[src/rtl/muldiv_pkg.sv]
// Shared encodings for the HI/LO multiply/divide sequencer: op codes,
// sequencer states and the MTHI/MTLO register select.
package muldiv_pkg;

    typedef enum logic [1:0] {
        OP_MULT  = 2'd0,
        OP_MULTU = 2'd1,
        OP_DIV   = 2'd2,
        OP_DIVU  = 2'd3
    } op_t;

    typedef enum logic [1:0] {
        IDLE,
        PREP,
        ITER,
        FIX
    } state_t;

    localparam logic MT_SEL_LO = 1'b0;
    localparam logic MT_SEL_HI = 1'b1;

    function automatic logic is_signed_op(input logic [1:0] op);
        return (op == OP_MULT) || (op == OP_DIV);
    endfunction

endpackage

[src/rtl/muldiv_core.sv]
// Datapath for the iterative multiplier/divider: operand magnitudes, the
// shift-add / restoring-divide step and the final sign correction.
module muldiv_core #(
    parameter int WIDTH = 32
) (
    input  logic             clk,
    input  logic             load,
    input  logic             step,
    input  logic             fix,
    input  logic [1:0]       op,
    input  logic [WIDTH-1:0] a,
    input  logic [WIDTH-1:0] b,
    output logic [WIDTH-1:0] hi_res,
    output logic [WIDTH-1:0] lo_res
);
    import muldiv_pkg::*;

    // acc holds the running partial product high half or the partial remainder;
    // q holds the multiplier bits being consumed or the quotient being built.
    logic [WIDTH:0]       acc;
    logic [WIDTH-1:0]     q;
    logic [WIDTH-1:0]     m;
    logic [WIDTH-1:0]     a_raw;
    logic                 div_op;
    logic                 neg_q;
    logic                 neg_r;
    logic                 zero_div;
    logic                 sa;
    logic                 sb;
    logic [WIDTH:0]       addend;
    logic [WIDTH:0]       sum;
    logic [WIDTH:0]       shifted;
    logic [2*WIDTH-1:0]   prod;

    always_comb begin
        sa      = is_signed_op(op) & a[WIDTH-1];
        sb      = is_signed_op(op) & b[WIDTH-1];
        addend  = q[0] ? {1'b0, m} : '0;
        sum     = acc + addend;
        shifted = {acc[WIDTH-1:0], q[WIDTH-1]};
    end

    always_ff @(posedge clk) begin
        if (load) begin
            acc      <= '0;
            q        <= sa ? -a : a;
            m        <= sb ? -b : b;
            a_raw    <= a;
            div_op   <= op[1];
            neg_q    <= sa ^ sb;
            neg_r    <= sa;
            zero_div <= (b == '0);
        end else if (step) begin
            if (!div_op) begin
                acc <= {1'b0, sum[WIDTH:1]};
                q   <= {sum[0], q[WIDTH-1:1]};
            end else if (shifted >= {1'b0, m}) begin
                acc <= shifted - {1'b0, m};
                q   <= {q[WIDTH-2:0], 1'b1};
            end else begin
                acc <= shifted;
                q   <= {q[WIDTH-2:0], 1'b0};
            end
        end
    end

    // A zero divisor bypasses sign correction so HI returns the original dividend.
    always_comb begin
        prod   = {acc[WIDTH-1:0], q};
        hi_res = acc[WIDTH-1:0];
        lo_res = q;
        if (fix) begin
            if (!div_op) begin
                if (neg_q) begin
                    prod = -prod;
                end
                hi_res = prod[2*WIDTH-1:WIDTH];
                lo_res = prod[WIDTH-1:0];
            end else if (zero_div) begin
                hi_res = a_raw;
                lo_res = '1;
            end else begin
                hi_res = neg_r ? -acc[WIDTH-1:0] : acc[WIDTH-1:0];
                lo_res = neg_q ? -q : q;
            end
        end
    end

endmodule

[src/rtl/hilo_muldiv_ctrl.sv]
// HI/LO owner for the MIPS datapath: sequences multiply/divide ops through
// muldiv_core, handles MTHI/MTLO and stalls the pipeline while busy.
module hilo_muldiv_ctrl #(
    parameter int WIDTH = 32
) (
    input  logic             clk,
    input  logic             rst,
    input  logic             start,
    input  logic [1:0]       op,
    input  logic [WIDTH-1:0] a,
    input  logic [WIDTH-1:0] b,
    input  logic             mt_en,
    input  logic             mt_sel,
    input  logic [WIDTH-1:0] mt_data,
    input  logic             read_req,
    output logic [WIDTH-1:0] hi_data,
    output logic [WIDTH-1:0] lo_data,
    output logic             busy,
    output logic             done,
    output logic             stall
);
    import muldiv_pkg::*;

    localparam int CW = $clog2(WIDTH);

    state_t           state;
    state_t           next_state;
    logic [CW-1:0]    counter;
    logic [1:0]       op_q;
    logic [WIDTH-1:0] a_q;
    logic [WIDTH-1:0] b_q;
    logic             core_load;
    logic             core_step;
    logic             core_fix;
    logic [WIDTH-1:0] hi_res;
    logic [WIDTH-1:0] lo_res;

    always_ff @(posedge clk) begin
        if (rst) begin
            state <= IDLE;
        end else begin
            state <= next_state;
        end
    end

    always_comb begin
        next_state = state;
        case (state)
            IDLE:    if (start) next_state = PREP;
            PREP:    next_state = ITER;
            ITER:    if (counter == '0) next_state = FIX;
            FIX:     next_state = IDLE;
            default: next_state = IDLE;
        endcase
    end

    // Requests arriving while busy are held upstream by stall, never queued here.
    always_comb begin
        busy      = (state != IDLE);
        stall     = busy & (start | read_req | mt_en);
        core_load = (state == PREP);
        core_step = (state == ITER);
        core_fix  = (state == FIX);
    end

    always_ff @(posedge clk) begin
        if (rst) begin
            counter <= '0;
        end else if (state == PREP) begin
            counter <= CW'(WIDTH - 1);
        end else if (state == ITER && counter != '0) begin
            counter <= counter - CW'(1);
        end
    end

    always_ff @(posedge clk) begin
        if (state == IDLE && start) begin
            op_q <= op;
            a_q  <= a;
            b_q  <= b;
        end
    end

    // A same-cycle Start takes priority over a move-to write.
    always_ff @(posedge clk) begin
        if (rst) begin
            hi_data <= '0;
            lo_data <= '0;
            done    <= 1'b0;
        end else begin
            done <= (state == FIX);
            if (state == FIX) begin
                hi_data <= hi_res;
                lo_data <= lo_res;
            end else if (state == IDLE && mt_en && !start) begin
                if (mt_sel == MT_SEL_HI) begin
                    hi_data <= mt_data;
                end else begin
                    lo_data <= mt_data;
                end
            end
        end
    end

    muldiv_core #(.WIDTH(WIDTH)) u_core (
        .clk    (clk),
        .load   (core_load),
        .step   (core_step),
        .fix    (core_fix),
        .op     (op_q),
        .a      (a_q),
        .b      (b_q),
        .hi_res (hi_res),
        .lo_res (lo_res)
    );

endmodule

[config.mk]
export PLATFORM = sky130hd
export DESIGN_NAME = hilo_muldiv_ctrl
export DESIGN_NICKNAME = d
export VERILOG_FILES = /design/src/rtl/muldiv_pkg.sv /design/src/rtl/muldiv_core.sv /design/src/rtl/hilo_muldiv_ctrl.sv
export SDC_FILE = /design/constraint.sdc
export NUM_CORES = 1
export LEC_CHECK = 0
export ABC_CLOCK_PERIOD_IN_PS = 4100
export BUFFER_PORTS_ARGS = -buffer_cell sky130_fd_sc_hd__buf_2
export CORE_MARGIN = 8
export CORE_UTILIZATION = 61
export CTS_CLUSTER_SIZE = 30
export DETAILED_ROUTE_END_ITERATION = 12
export PLACE_DENSITY = 0.82
export SETUP_SLACK_MARGIN = 0.15
export SYNTH_ARGS = -nofsm -noshare
export SYNTH_HDL_FRONTEND = slang
export SYNTH_SLANG_ARGS = --single-unit
[constraint.sdc]
create_clock -name clk -period 4.1 [get_ports clk]
set_clock_uncertainty 0.2 [all_clocks]
set_input_delay 0.205 -clock clk [delete_from_list [all_inputs] [get_ports clk]]
set_output_delay 0.205 -clock clk [all_outputs]
set_load 0.02 [all_outputs]
Word level (Yosys, flattened, before mapping)
Cells that the tools add are included.
{"block": "classes", "addsub": 8, "magnitude_cmp": 1, "eq_ne": 7, "muxes": 27, "n_bitwise": 6, "reduce_logical": 19}
{"operator": "32-bit two-way mux", "count": 18}
{"operator": "32-bit negation", "count": 4}
{"operator": "33-bit two-way mux", "count": 2}
{"operator": "64-bit two-way mux", "count": 1}
{"operator": "64-bit negation", "count": 1}
{"operator": "33-bit adder", "count": 1}
{"operator": "33-bit by 32-bit greater-or-equal comparator with 1-bit output", "count": 1}
{"operator": "33-bit by 32-bit subtractor with 33-bit output", "count": 1}
{"operator": "32-bit logical NOT", "count": 1}
{"operator": "5-bit two-way mux", "count": 2}
{"operator": "2-bit nonzero test", "count": 5}
{"operator": "2-bit one-hot mux with 4 select lines", "count": 1}
{"operator": "2-bit equality test (second input constant)", "count": 3}
{"operator": "2-bit AND reduction", "count": 3}
{"operator": "5-bit logical NOT", "count": 1}
{"operator": "5-bit nonzero test", "count": 1}
{"operator": "5-bit by 1-bit subtractor with 5-bit output (second input constant)", "count": 1}
{"operator": "1-bit logical AND", "count": 4}
{"operator": "2-bit logical NOT", "count": 2}
{"operator": "2-bit two-way mux", "count": 2}
{"operator": "2-bit by 1-bit != test with 1-bit output (second input constant)", "count": 2}
{"operator": "1-bit AND", "count": 3}
{"operator": "2-bit by 1-bit equality test with 1-bit output (second input constant)", "count": 1}
{"operator": "2-bit != test (second input constant)", "count": 1}
{"operator": "5 further kinds", "count": 6}
{"block": "word_totals", "ff_bits": 271, "input_bits": 104, "output_inout_bits": 67, "wordCells": 84}

Longest topological paths before layout
{"block": "logic_depth", "depth_word": 5, "ltp_mapped": 14}

Cells and area by module
From an unflattened synthesis, not the netlist that was laid out.
{"block": "unflattened", "hier_cells": 2211, "area_unflattened_um2": 18961.9}
{"mod": "muldiv_core", "n_inst": 1, "cells_per_inst": 1724, "area_each_um2": 13245.2, "seq_area_each_um2": 3663.5}
{"mod": "hilo_muldiv_ctrl", "n_inst": 1, "cells_per_inst": 487, "area_each_um2": 5716.7, "seq_area_each_um2": 3423.3}

Worst setup path after synthesis
Ideal clock, no wire load.
{"block": "synth_timing", "path_type": "reg-to-reg", "from": "register u_core.q[0]", "to": "register u_core.acc[30]", "setup_time_ps": 86, "arrival_ps": 3129, "path_slack_ps": 685, "stages_incl_launch_ff": 14, "period_less_slack_ps": 3415, "cell_sequence": "edfxtp_1 inv_1 buf_1 nor2_1 ha_1 nand2_1 o311a_1 a211oi_1 o21a_1 a21boi_0 o41ai_1 xor2_1 o22ai_1 a211oi_1"}
{"block": "synth_between", "elab_chain_cells": 3}
{"item": "start: declaration", "line": "muldiv_core.sv:21", "source": "logic [WIDTH-1:0] q;"}
{"item": "start signal: assignment", "line": "muldiv_core.sv:46", "source": "q <= sa ? -a : a;"}
{"item": "start signal: assignment", "line": "muldiv_core.sv:56", "source": "q <= {sum[0], q[WIDTH-1:1]};"}
{"item": "start signal: assignment", "line": "muldiv_core.sv:59", "source": "q <= {q[WIDTH-2:0], 1'b1};"}
{"item": "32-bit two-way mux", "line": "muldiv_core.sv:38", "source": "addend = q[0] ? {1'b0, m} : '0;"}
{"item": "33-bit adder", "line": "muldiv_core.sv:39", "source": "sum = acc + addend;"}
{"item": "33-bit two-way mux", "line": "muldiv_core.sv:54", "source": "if (!div_op) begin"}
{"item": "end signal: assignment", "line": "muldiv_core.sv:55", "source": "acc <= {1'b0, sum[WIDTH:1]};"}
{"item": "end signal: assignment", "line": "muldiv_core.sv:58", "source": "acc <= shifted - {1'b0, m};"}
{"item": "end signal: assignment", "line": "muldiv_core.sv:61", "source": "acc <= shifted;"}
{"item": "end: declaration", "line": "muldiv_core.sv:20", "source": "logic [WIDTH:0] acc;"}
Every way passes these cells.
A chain may end at the register's enable or synchronous reset.

Worst setup path after layout
Same ends and word-level chain as after synthesis.

==> reports/metrics.csv <==
metric,value,unit
cts.sink_count,271,
hpwl,43600,um
antenna_found_initial,2,
portBuffers,170,
total_power,17.1,mW
maxCapViolations,0,
cts_tree,built,
worst_slew_pin_slew,1.33,ns
die_y,187,um
irDropWorstVdd,0.595,mV
synth_warnings,0,
syn_nets,2146,
grt_use_total,35.6,%
outcome,finished clean,
core_area,28800,um2
die_x,187,um
wl_per_cell,24.8,um
overflow,0,
synth_cell_types,83,
p_int,8.96,mW
avgSynthCellArea,9.10,um2
combPwrFrac,54.3,%
ys_seq_area_share,39.6,%
clk_path_buf_depth,3,
cts_buffers,30,
mostFrequentLayoutCells,"nor2_1, nand2_1, buf_2",
required,4.38,ns
synth_cells,1965,
fin_tns_setup,0,ns
p_leak,8.82,nW
synth_top_cell_by_area,edfxtp_1,
dpl_cell_area,19300,um2
fin_crit,3.74,ns
fin_hold_ws,0.111,ns
power.switching,8.16,mW
clk_latency,0.60,ns
rows,62,
endpoint_kind,flip-flop,
rsz0062_at_grt,no,
layout-drive-gt1-share,15.0,%
synth-async-reset-ratio,0,%
hold_violations,0,
gp_congestion,1.07,
slew_headroom,11.3,%
drtAntennaViolNets,0,
grt_max_degree,101,
design_area,21300,um2
cp_max_fo,7,
cts.clk_slew.worst_paths,0.06,ns
final.period_utilization,91.3,%
drv_slew,0,
grt_pass1_wl,99800,um
dr.pass1.iters,6,
p_seq_share,30.1,%
syn2layout_area_growth,19.1,%
critPathKind,flip-flop to flip-flop,
netlist_area,17900,um2
power.density,804,nW/um2
ys_top_cells_by_area,"edfxtp_1, dfxtp_1, mux2i_1",
start_util,62.1,%
htree_levels,1,
synth_flop_cell,edfxtp_1,
setup_violations,0,
root_buffer,clkbuf_16,
timing.fmax,267,MHz
fp.dieArea,35000,um2
startpoint_type,flip-flop,
route.detailed.drc,0,
final_common_cell,nor2_1,
postSynthRegisterBits,271,
worstHoldPathType,primary input to flip-flop,
postRouteWirelength,65200,um
drt_iter0_drc,2370,
dr_total_vias,17649,
io_pins,171,
synth_top_area_share,27.9,%
grt_pass1_vias,17005,
drt-vias-per-instance,6.71,
switching_share,47.6,%
clockPowerShare,15.6,%
synth-edff-count,166,
arrival,4.02,ns
fin_nets,2406,
cells in the mapped netlist (6+ instances only):
master and number:
and3_1 13, mux2_2 18, buf_1 14, nand4_1 14, nor2b_1 14, o221ai_1 6
nor4_1 19, and2_1 10, a31oi_1 17, o21ai_0 152, a21oi_1 136, xnor2_1 79
o31ai_1 23, nand2_1 171, or2_2 6, a21o_1 34, o41ai_1 14, o21bai_1 9
xor2_1 84, clkbuf_1 79, o22ai_1 13, dfxtp_1 105, a22o_1 11, o211ai_1 22
a311oi_1 6, a21boi_0 9, mux2i_1 96, buf_2 8, a221oi_1 40, nand3_1 23
edfxtp_1 166, nor2_1 203, ha_1 75, nor3_1 45, or4_1 10, a211oi_1 33
o21a_1 9, or3_1 11, inv_1 79, nand2b_1 9
worst paths after layout:
check | start | endpoint | slack [ns] | cells past startpoint
hold / removal | mt_en | lo_data[6] | 0.11 | 5
setup reg to reg | u_core.q[0] | u_core.acc[30] | 0.36 | 12
hold reg to reg | op_q[1] | u_core.div_op | 0.25 | 0
setup / recovery | u_core.q[0] | u_core.acc[30] | 0.36 | 12
layer usage:
metal  routed length [um]  track usage [%]
met2                29100             55.7
met4                 3280             15.5
met1                24900             46.0
met5                   10                0
met3                 7880             9.13
cell type report:
cell class / count / area [um2]
Clock inverter: 15 / 170
Clock buffer: 38 / 791
Antenna cell: 1 / 2.50
Inverter: 79 / 299
Timing Repair Buffer: 335 / 2380
Fill cell: 1982 / 7480
Tap cell: 384 / 480
Multi-Input combinational cell: 1508 / 10100
Sequential cell: 271 / 7090
per-stage QoR:
step                std cells  setup slack [ns]  util [%]
finish                   2631             0.356      74.0
global route             2631             0.144      74.0
CTS                      2629             0.254      73.9
detailed placement       2473             0.316      67.0
global placement         2473             0.408      67.0
floorplan                1965             0.685         -
repair_timing:
| item | CTS | global route |
|---|---|---|
| resized for setup | 0 | 6 |
| setup endpoints to repair | 0 | 9 |
| hold endpoints to repair | 132 | 0 |
| buffers inserted | 0 | 1 |
| hold buffers | 103 | 0 |
power groups by stage:
| stage | Combinational (mW) | Sequential, mW | Clock [mW] |
|---|---|---|---|
| 6_report | 9.30 | 5.15 | 2.67 |
| 5_1_grt | 9.99 | 5.20 | 2.77 |
| 4_1_cts | 8.91 | 5.02 | 2.64 |
| 3_5_place_dp | 8.76 | 5.06 | 0 |
| 3_3_place_gp | 8.61 | 5.02 | 0 |
| 2_1_floorplan | 6.02 | 4.93 | 0 |
registers in the layout (all words and copies together), names as in the netlist, 2 cells and up:
signal        cells
u_core.m         32
state             2
a_q              32
lo_data          32
counter           5
u_core.a_raw     32
b_q              32
hi_data          32
op_q              2
u_core.acc       33
u_core.q         32
worst max-delay path: stages, from the launching register on:
cell      delay, ns
edfxtp_1       0.48
inv_4          0.15
nor2_1         0.07
ha_1           0.35
nand2_1        0.09
o311a_1        0.40
a211oi_1       0.35
o21a_1         0.31
a21boi_0       0.27
o41ai_1        0.46
xor2_1         0.20
o22ai_1        0.09
a211oi_1       0.21
kinds of logic (layout without fill, tap and decap cells):
group           Yosys count  count (layout)  synth area share (%)
fa+ha+maj                77              77                  5.47
buf+inv                 186             467                  4.19
compound gates          576             576                  20.9
xor+xnor                163             163                  7.99
flops                   271             271                  39.6
mux                     114             114                  6.51
other cells               0               1                     0
simple gates            578             578                  15.3
No activity file was read; power rests on OpenSTA's default activity.
